## src/rtl/fir_serial_mac_sequencer.sv

```systemverilog
// Time-multiplexed FIR: one shared signed MAC walks all taps per sample over a circular
// delay line, then presents a scaled, saturated result on a valid/ready output.
module fir_serial_mac_sequencer #(
  parameter int unsigned NUM_TAPS = 61,
  parameter int unsigned DATA_W   = 16,
  parameter int unsigned COEFF_W  = 16,
  parameter int unsigned ACC_W    = 40,
  parameter int unsigned SHIFT    = 15,
  parameter int unsigned ADDR_W   = 6
) (
  input  logic                      clock,
  input  logic                      reset,
  input  logic                      in_valid,
  output logic                      in_ready,
  input  logic signed [DATA_W-1:0]  in_sample,
  output logic        [ADDR_W-1:0]  coeff_addr,
  input  logic signed [COEFF_W-1:0] coeff_data,
  output logic                      out_valid,
  input  logic                      out_ready,
  output logic signed [DATA_W-1:0]  out_sample,
  output logic                      busy
);

  typedef enum logic [1:0] {StIdle, StMac, StDone} state_e;

  localparam int unsigned ProdW = DATA_W + COEFF_W;
  localparam logic [ADDR_W-1:0] LastTap  = ADDR_W'(NUM_TAPS - 1);
  localparam logic [ADDR_W-1:0] NumTapsA = ADDR_W'(NUM_TAPS);
  localparam logic signed [ACC_W-1:0] SatMax =
    {{(ACC_W - DATA_W + 1){1'b0}}, {(DATA_W - 1){1'b1}}};
  localparam logic signed [ACC_W-1:0] SatMin =
    {{(ACC_W - DATA_W + 1){1'b1}}, {(DATA_W - 1){1'b0}}};

  state_e                    state_q;
  logic        [ADDR_W-1:0]  wr_ptr_q;
  logic        [ADDR_W-1:0]  k_q;
  logic signed [ACC_W-1:0]   acc_q;
  logic signed [DATA_W-1:0]  dline_q [NUM_TAPS];

  logic        [ADDR_W-1:0]  rd_idx;
  logic signed [DATA_W-1:0]  rd_sample;
  logic signed [ProdW-1:0]   prod;
  logic signed [ACC_W-1:0]   acc_sum;
  logic signed [ACC_W-1:0]   acc_shift;
  logic signed [DATA_W-1:0]  sat_sample;

  always_comb begin
    // Wrap modulo NUM_TAPS rather than 2^ADDR_W so the delay line has no dead slots.
    if (wr_ptr_q >= k_q) begin
      rd_idx = wr_ptr_q - k_q;
    end else begin
      rd_idx = wr_ptr_q + (NumTapsA - k_q);
    end
    rd_sample = dline_q[rd_idx];
    prod      = rd_sample * coeff_data;
    acc_sum   = acc_q + {{(ACC_W - ProdW){prod[ProdW-1]}}, prod};
    acc_shift = acc_sum >>> SHIFT;
    if (acc_shift > SatMax) begin
      sat_sample = SatMax[DATA_W-1:0];
    end else if (acc_shift < SatMin) begin
      sat_sample = SatMin[DATA_W-1:0];
    end else begin
      sat_sample = acc_shift[DATA_W-1:0];
    end
  end

  assign in_ready   = (state_q == StIdle);
  assign busy       = (state_q != StIdle);
  assign coeff_addr = (state_q == StMac) ? k_q : '0;

  always_ff @(posedge clock) begin
    if (reset) begin
      state_q    <= StIdle;
      wr_ptr_q   <= '0;
      k_q        <= '0;
      acc_q      <= '0;
      out_valid  <= 1'b0;
      out_sample <= '0;
      for (int unsigned i = 0; i < NUM_TAPS; i++) begin
        dline_q[i] <= '0;
      end
    end else begin
      case (state_q)
        StIdle: begin
          if (in_valid) begin
            dline_q[wr_ptr_q] <= in_sample;
            acc_q             <= '0;
            k_q               <= '0;
            state_q           <= StMac;
          end
        end
        StMac: begin
          acc_q <= acc_sum;
          if (k_q == LastTap) begin
            k_q        <= '0;
            wr_ptr_q   <= (wr_ptr_q == LastTap) ? '0 : wr_ptr_q + 1'b1;
            out_sample <= sat_sample;
            out_valid  <= 1'b1;
            state_q    <= StDone;
          end else begin
            k_q <= k_q + 1'b1;
          end
        end
        StDone: begin
          if (out_ready) begin
            out_valid <= 1'b0;
            state_q   <= StIdle;
          end
        end
        default: state_q <= StIdle;
      endcase
    end
  end

endmodule
```

## config.mk

```make
export PLATFORM = sky130hd
export DESIGN_NAME = fir_serial_mac_sequencer
export DESIGN_NICKNAME = d
export VERILOG_FILES = /design/src/rtl/fir_serial_mac_sequencer.sv
export SDC_FILE = /design/constraint.sdc
export NUM_CORES = 2
export LEC_CHECK = 0
export CORE_MARGIN = 2
export CORE_UTILIZATION = 50
export CTS_CLUSTER_SIZE = 25
export DETAILED_ROUTE_END_ITERATION = 8
export PLACE_DENSITY = 0.66
export SETUP_SLACK_MARGIN = 0.5
export SLEW_MARGIN = 20
export SYNTH_ARGS = -nofsm -noshare
export SYNTH_HDL_FRONTEND = slang
export SYNTH_SLANG_ARGS = --single-unit
```

## constraint.sdc

```tcl
create_clock -name clock -period 11.7 [get_ports clock]
set_input_delay 2.34 -clock clock [delete_from_list [all_inputs] [get_ports clock]]
set_output_delay 2.34 -clock clock [all_outputs]
set_load 0.005 [all_outputs]
```

# --- Word level (Yosys, flattened, before mapping) ---
# Memory sizes are Yosys's and may differ from the RTL's.
# Index checks and enable logic that the tools add are counted.
totals:
  inputBits: 36
  mem_bits_rw: 976
  register_bits: 71
  mem_count: 1
op_classes:
  muxes: 26
  magnitude_cmp: 3
  mul: 1
  n_eq_ne: 7
  addsub: 6
  n_reduce_logical: 9
memory_table:
  columns: ["memory", "depth", "word_bits", "rd", "rd_clocked_by_memory_dff", "wr", "line_no", "text"]
  rows:
  - ["dline_q", 61, 16, 1, 0, 61, "38", "logic signed [DATA_W-1:0] dline_q [NUM_TAPS];"]
op_table:
  columns: ["op", "n"]
  rows:
  - ["40-bit case mux with 2 select lines", 1]
  - ["16-bit 2-to-1 mux", 3]
  - ["40-bit adder", 1]
  - ["40-bit 2-to-1 mux", 1]
  - ["6-bit 2-to-1 mux", 6]
  - ["16-bit by 16-bit multiplier with 32-bit output", 1]
  - ["25-bit by 16-bit > comparator with 1-bit output, second input constant", 1]
  - ["25-bit by 16-bit less-than comparator with 1-bit output, second input constant", 1]
  - ["16-bit OR reduction", 1]
  - ["6-bit by 1-bit adder with 6-bit output, second input constant", 2]
  - ["6-bit equality test, second input constant", 2]
  - ["6-bit case mux with 2 select lines", 1]
  - ["1-bit 2-to-1 mux", 9]
  - ["6-bit adder", 1]
  - ["6-bit >= comparator", 1]
  - ["2-bit 2-to-1 mux", 3]
  - ["2-bit case mux with 3 select lines", 1]
  - ["3-bit AND reduction", 2]
  - ["2-bit nonzero test", 3]
  - ["6-bit subtractor", 1]
  - ["6-bit subtractor, first input constant", 1]
  - ["2-bit != test, second input constant", 2]
  - ["2-bit AND reduction", 2]
  - ["2-bit by 1-bit equality test with 1-bit output, second input constant", 1]
  - ["4 further kinds", 4]

# --- Logic depth before layout (Yosys ltp) ---
# An unclocked memory read counts as a cell.
logic_depth:
  word_depth: 9
  depth_mapped: 56
  depth_no_buf: 53

# --- Worst setup path after synthesis ---
# Ideal clock, no wire load.
synth_timing:
  path_kind: "register to register"
  startpoint: "register wr_ptr_q[2]"
  endpoint: "register out_sample[2]"
  slack_ns: -0.311
  path_stages_with_launch: 50
  setup_ns: 0.080
  t_required_ns: 11.620
  path_buffers: 9
  arrival_ns: 11.931
  path_cell_list: "dfxtp_1 -> clkbuf_1 -> inv_1 -> ha_1 -> a21o_1 -> a21oi_2 -> nor2_1 -> o311ai_1 -> and2_4 -> buf_6 -> buf_6 -> buf_6 -> buf_6 -> buf_4 -> nand2_1 -> a311o_1 -> o2111ai_1 -> and4_1 -> [14 not listed] -> nor2_1 -> a21oi_1 -> o21ai_0 -> a22o_1 -> o221ai_1 -> xnor2_1 -> ha_1 -> and3_1 -> a221o_1 -> a21oi_1 -> mux2_2 -> a311oi_2 -> nand3_1 -> a2111oi_2 -> nand4_1 -> buf_2 -> a21bo_2 -> a211oi_2"
synth_between:
  elab_chain_len: 8
  elab_cells_between_ends: 11
  classes_between: "3 x add/sub; 1 x mul; 3 x order compare; 3 x mux; 1 x memory"
synth_lines:
  columns: ["item", "line_no", "text"]
  rows:
  - ["start: declaration", "35", "logic [ADDR_W-1:0] wr_ptr_q;"]
  - ["start signal: assignment", "96", "wr_ptr_q <= (wr_ptr_q == LastTap) ? '0 : wr_ptr_q + 1'b1;"]
  - ["6-bit adder (tied with other cells)", "52", "rd_idx = wr_ptr_q + (NumTapsA - k_q);"]
  - ["6-bit 2-to-1 mux *", "49", "if (wr_ptr_q >= k_q) begin"]
  - ["memory read 61 x 16 bit *", null, null]
  - ["16-bit by 16-bit multiplier with 32-bit output *", "55", "prod = rd_sample * coeff_data;"]
  - ["40-bit adder *", "56", "acc_sum = acc_q + {{(ACC_W - ProdW){prod[ProdW-1]}}, prod};"]
  - ["25-bit by 16-bit less-than comparator with 1-bit output", "60", "end else if (acc_shift < SatMin) begin"]
  - ["16-bit 2-to-1 mux", "60", null]
  - ["16-bit 2-to-1 mux *", "58", "if (acc_shift > SatMax) begin"]
  - ["end signal: assignment", "97", "out_sample <= sat_sample;"]
  - ["end: declaration", "20", "output logic signed [DATA_W-1:0] out_sample,"]
# Every way passes the cells marked *; elsewhere a longest branch is shown, timed or not.
# A chain may end at the register's enable or synchronous reset.

# --- Final worst setup path ---
layout_timing:
  startpoint: "register wr_ptr_q[0]"
  endpoint: "register out_sample[12]"
# Same word-level chain as after synthesis.

==> results_dict.tcl <==
set metrics [dict create \
    status "complete, but fails checks" \
    failed_checks "DRC, setup timing" \
    antenna_found_initial 0 \
    start_util 0.504 \
    grt_overflow 0 \
    clk_latency_ps 770 \
    slowest_delay_ps 550 \
    fin_nets 5731 \
    avgRoutedWirePerCell_um 24.2 \
    synth_ff_type "edfxtp_1" \
    cts_tree "built" \
    first_pass_iters 9 \
    syn_to_final_growth_pct 20.9 \
    reg2reg_slack_ps -240 \
    arrival_ps 12540 \
    detail-route-antenna-nets 0 \
    setup_slack_ps -236 \
    worst-slew-pin-transition_ps 1130 \
    synth_cell_types 80 \
    synthCells 4755 \
    port_buffers 60 \
    clockBufferDepth 3 \
    rr_startpoint "wr_ptr_q[0]" \
    n_fill_cell 9362 \
    path_clk_slew_ps 60 \
    wl_um 170000 \
    ys_seq_area_frac 0.516 \
    place_hpwl_um 111000 \
    max_freq_mhz 83.8 \
    r2r_end "out_sample[12]" \
    drtIter0Drc 3583 \
    chipWidth_um 357 \
    grt_usage 0.268 \
    setup.worst_path.end_class "register" \
    tns_ps -3110 \
    cp_common_cell "fa_1" \
    hold_path.class "register to register" \
    period_share 1.02 \
    core_sq_um 124000 \
    path_class "register to register" \
    grt_pass1_vias 40300 \
    place_congestion 0.937 \
    syn_avg_cell_area_sq_um 13.1 \
    max_slew_margin 0.241 \
    max_cap_viol_count 0 \
    critical_path.max_fanout 7 \
    grt_pass1_wl_um 254000 \
    h-tree-depth 3 \
    via_count 39500 \
    seqCellArea_sq_um 32200 \
    drive_above_1_share 0.277 \
    grt_setup_unrepaired "true" \
    fin_worst_skew_ps 87.3 \
    multi_input_comb_area_sq_um 29400 \
    setup_viol 17 \
    num_rows 129 \
    min_period_ps 11940 \
    critPathLaunch "wr_ptr_q[0]" \
    synth_edf_count 1024 \
    async_reset_ff_frac 0 \
    die_y_um 357 \
    syn_area_sq_um 62400 \
    drc 20 \
    cts-root-buf "clkbuf_16" \
    startpoint_type "register" \
    cp-endpoint "out_sample[12]" \
    finalMaxSlewViolations 0 \
    grt_max_degree 72 \
    rr_worst_depth 54 \
    io_pins 61 \
    ys_ff_latch 1095 \
    cp_data_required_time_ps 12310 \
    cts-buffers-inserted 115 \
    synth_fp_nets 5196 \
    ys_warn_count 0 \
    cts.sinks 1095 \
    die_area_sq_um 128000 \
    cp_slowest_cell "mux4_2" \
    finalHoldViolations 0 \
    viasPerCell 5.63 \
]
through the flow:
stage	hold WS, ps	setup WS, ps	utilization	std cells	cell area (sq um)
2_1_floorplan	436	313	-	4755	62600
3_3_place_gp	445	-411	0.552	6686	68400
3_5_place_dp	452	-510	0.552	6686	68400
4_1_cts	495	-187	0.596	6950	73800
5_1_grt	519	-717	0.609	7019	75400
6_report	505	-236	0.609	7021	75500
logic make-up after synthesis:
| group | share of synthesized area |
|---|---|
| simple gates | 0.165 |
| flops | 0.516 |
| buf+inv | 0.0439 |
| fa+ha+maj | 0.113 |
| compound gates | 0.0441 |
| mux | 0.108 |
| xor+xnor | 0.0101 |
worst max-delay path, delay by kind of cell (launching register included):
kind | cells | cell delay, ps
multiplexers | 3 | 1050
AO/OA/AOI/OAI | 16 | 2910
flip-flops | 1 | 350
adder cells (fa/ha/maj) | 10 | 4010
buffers and inverters | 14 | 1760
AND/OR/NAND/NOR | 10 | 1540
XOR/XNOR | 1 | 180
metal layers:
layer,part of all wire,up-vias,track usage
li1,-,17700,-
met3,0.064,280,0.0407
met4,0.040,0,0.0990
met2,0.49,1251,0.442
met1,0.41,20300,0.360
met5,0,-,0
repair_timing:
| action | CTS | global route |
|---|---|---|
| pin swaps | 69 | 98 |
| setup endpoints to repair | 28 | 34 |
| hold buffers | 0 | 0 |
| resized for setup | 204 | 202 |
| gates cloned | 8 | 6 |
| buffers inserted | 47 | 63 |
flip-flops by register name (all words and copies together), names as in the netlist:
| signal | flops |
|---|---|
| acc_q | 40 |
| dline_q | 1024 |
| k_q | 6 |
| out_sample | 16 |
| out_valid | 1 |
| state_q | 2 |
| wr_ptr_q | 6 |
cells in the mapped netlist (5+ instances only):
master    instances  share of area
a211oi_1         19         0.0023
a211oi_2         10         0.0020
a21bo_2          15         0.0024
a21o_1           27         0.0032
a21oi_1          92         0.0074
a22oi_1          35         0.0042
a31oi_1          10         0.0010
a32oi_1           6        0.00084
and2_1          997           0.10
and3_1           11         0.0011
buf_2            45         0.0036
buf_4            17         0.0020
buf_6            19         0.0034
clkbuf_1        230          0.014
dfxtp_1          71          0.023
edfxtp_1       1024           0.49
fa_1            265          0.085
ha_1            140          0.028
inv_1           341          0.021
mux2i_1         129          0.021
mux4_2          240          0.087
nand2_1         118         0.0071
nand2b_1        114          0.011
nand3_1          31         0.0025
nand4_1          17         0.0017
nor2_1          205          0.012
nor2b_1         135          0.014
nor3_1           16         0.0013
nor4_1            5        0.00050
nor4_4           12         0.0041
o211ai_1         10         0.0012
o21a_1            9         0.0011
o21ai_0          44         0.0035
o21bai_1          9         0.0011
o221ai_1          5        0.00070
o22ai_1          67         0.0067
o31a_1            5        0.00070
or2_2            66         0.0066
or3_1            12         0.0012
xnor2_1          55         0.0077
xor2_1           17         0.0024
worst min-delay path by stage:
stage | start | end | cells after the start
after CTS | acc_q[33] | acc_q[33] | 2
after floorplan | acc_q[33] | acc_q[33] | 2
after global routing | acc_q[33] | acc_q[33] | 2
after detailed placement | acc_q[33] | acc_q[33] | 2
final | out_sample[15] | out_sample[15] | 2
after global placement | acc_q[33] | acc_q[33] | 2
area by class of cell:
| type | instances | share of cell area |
|---|---|---|
| flip-flops and latches | 1095 | 0.427 |
| multi-input cells | 3004 | 0.389 |
| repair buffers | 732 | 0.0900 |
| clock buffers | 145 | 0.0402 |
| well taps | 1637 | 0.0271 |
| inverters | 342 | 0.0170 |
| clock inverters | 64 | 0.00987 |
| diodes | 2 | 0.0000663 |
placed cells by master (no fill, tap or decap), drive strengths merged, types with 11 or more instances in the layout:
cell / count
o22ai: 67
bufinv: 13
nor3: 16
nand2b: 114
o21ai: 46
nor2: 205
fa: 265
a21bo: 15
a211oi: 29
clkbuf: 150
a21oi: 93
clkdlybuf4s50: 43
ha: 140
buf: 680
nand3: 31
dfxtp: 71
nand4: 17
and2: 998
a21o: 27
nor2b: 135
nor4: 18
edfxtp: 1024
clkinv: 45
or2: 66
xnor2: 55
inv: 346
mux4: 240
nand2: 118
and3: 11
mux2i: 129
a22oi: 35
xor2: 17
or3: 12
Power is left out: the tool's default activity adds up to more than one toggle a clock period on the data nets, which glitch-free logic cannot reach.
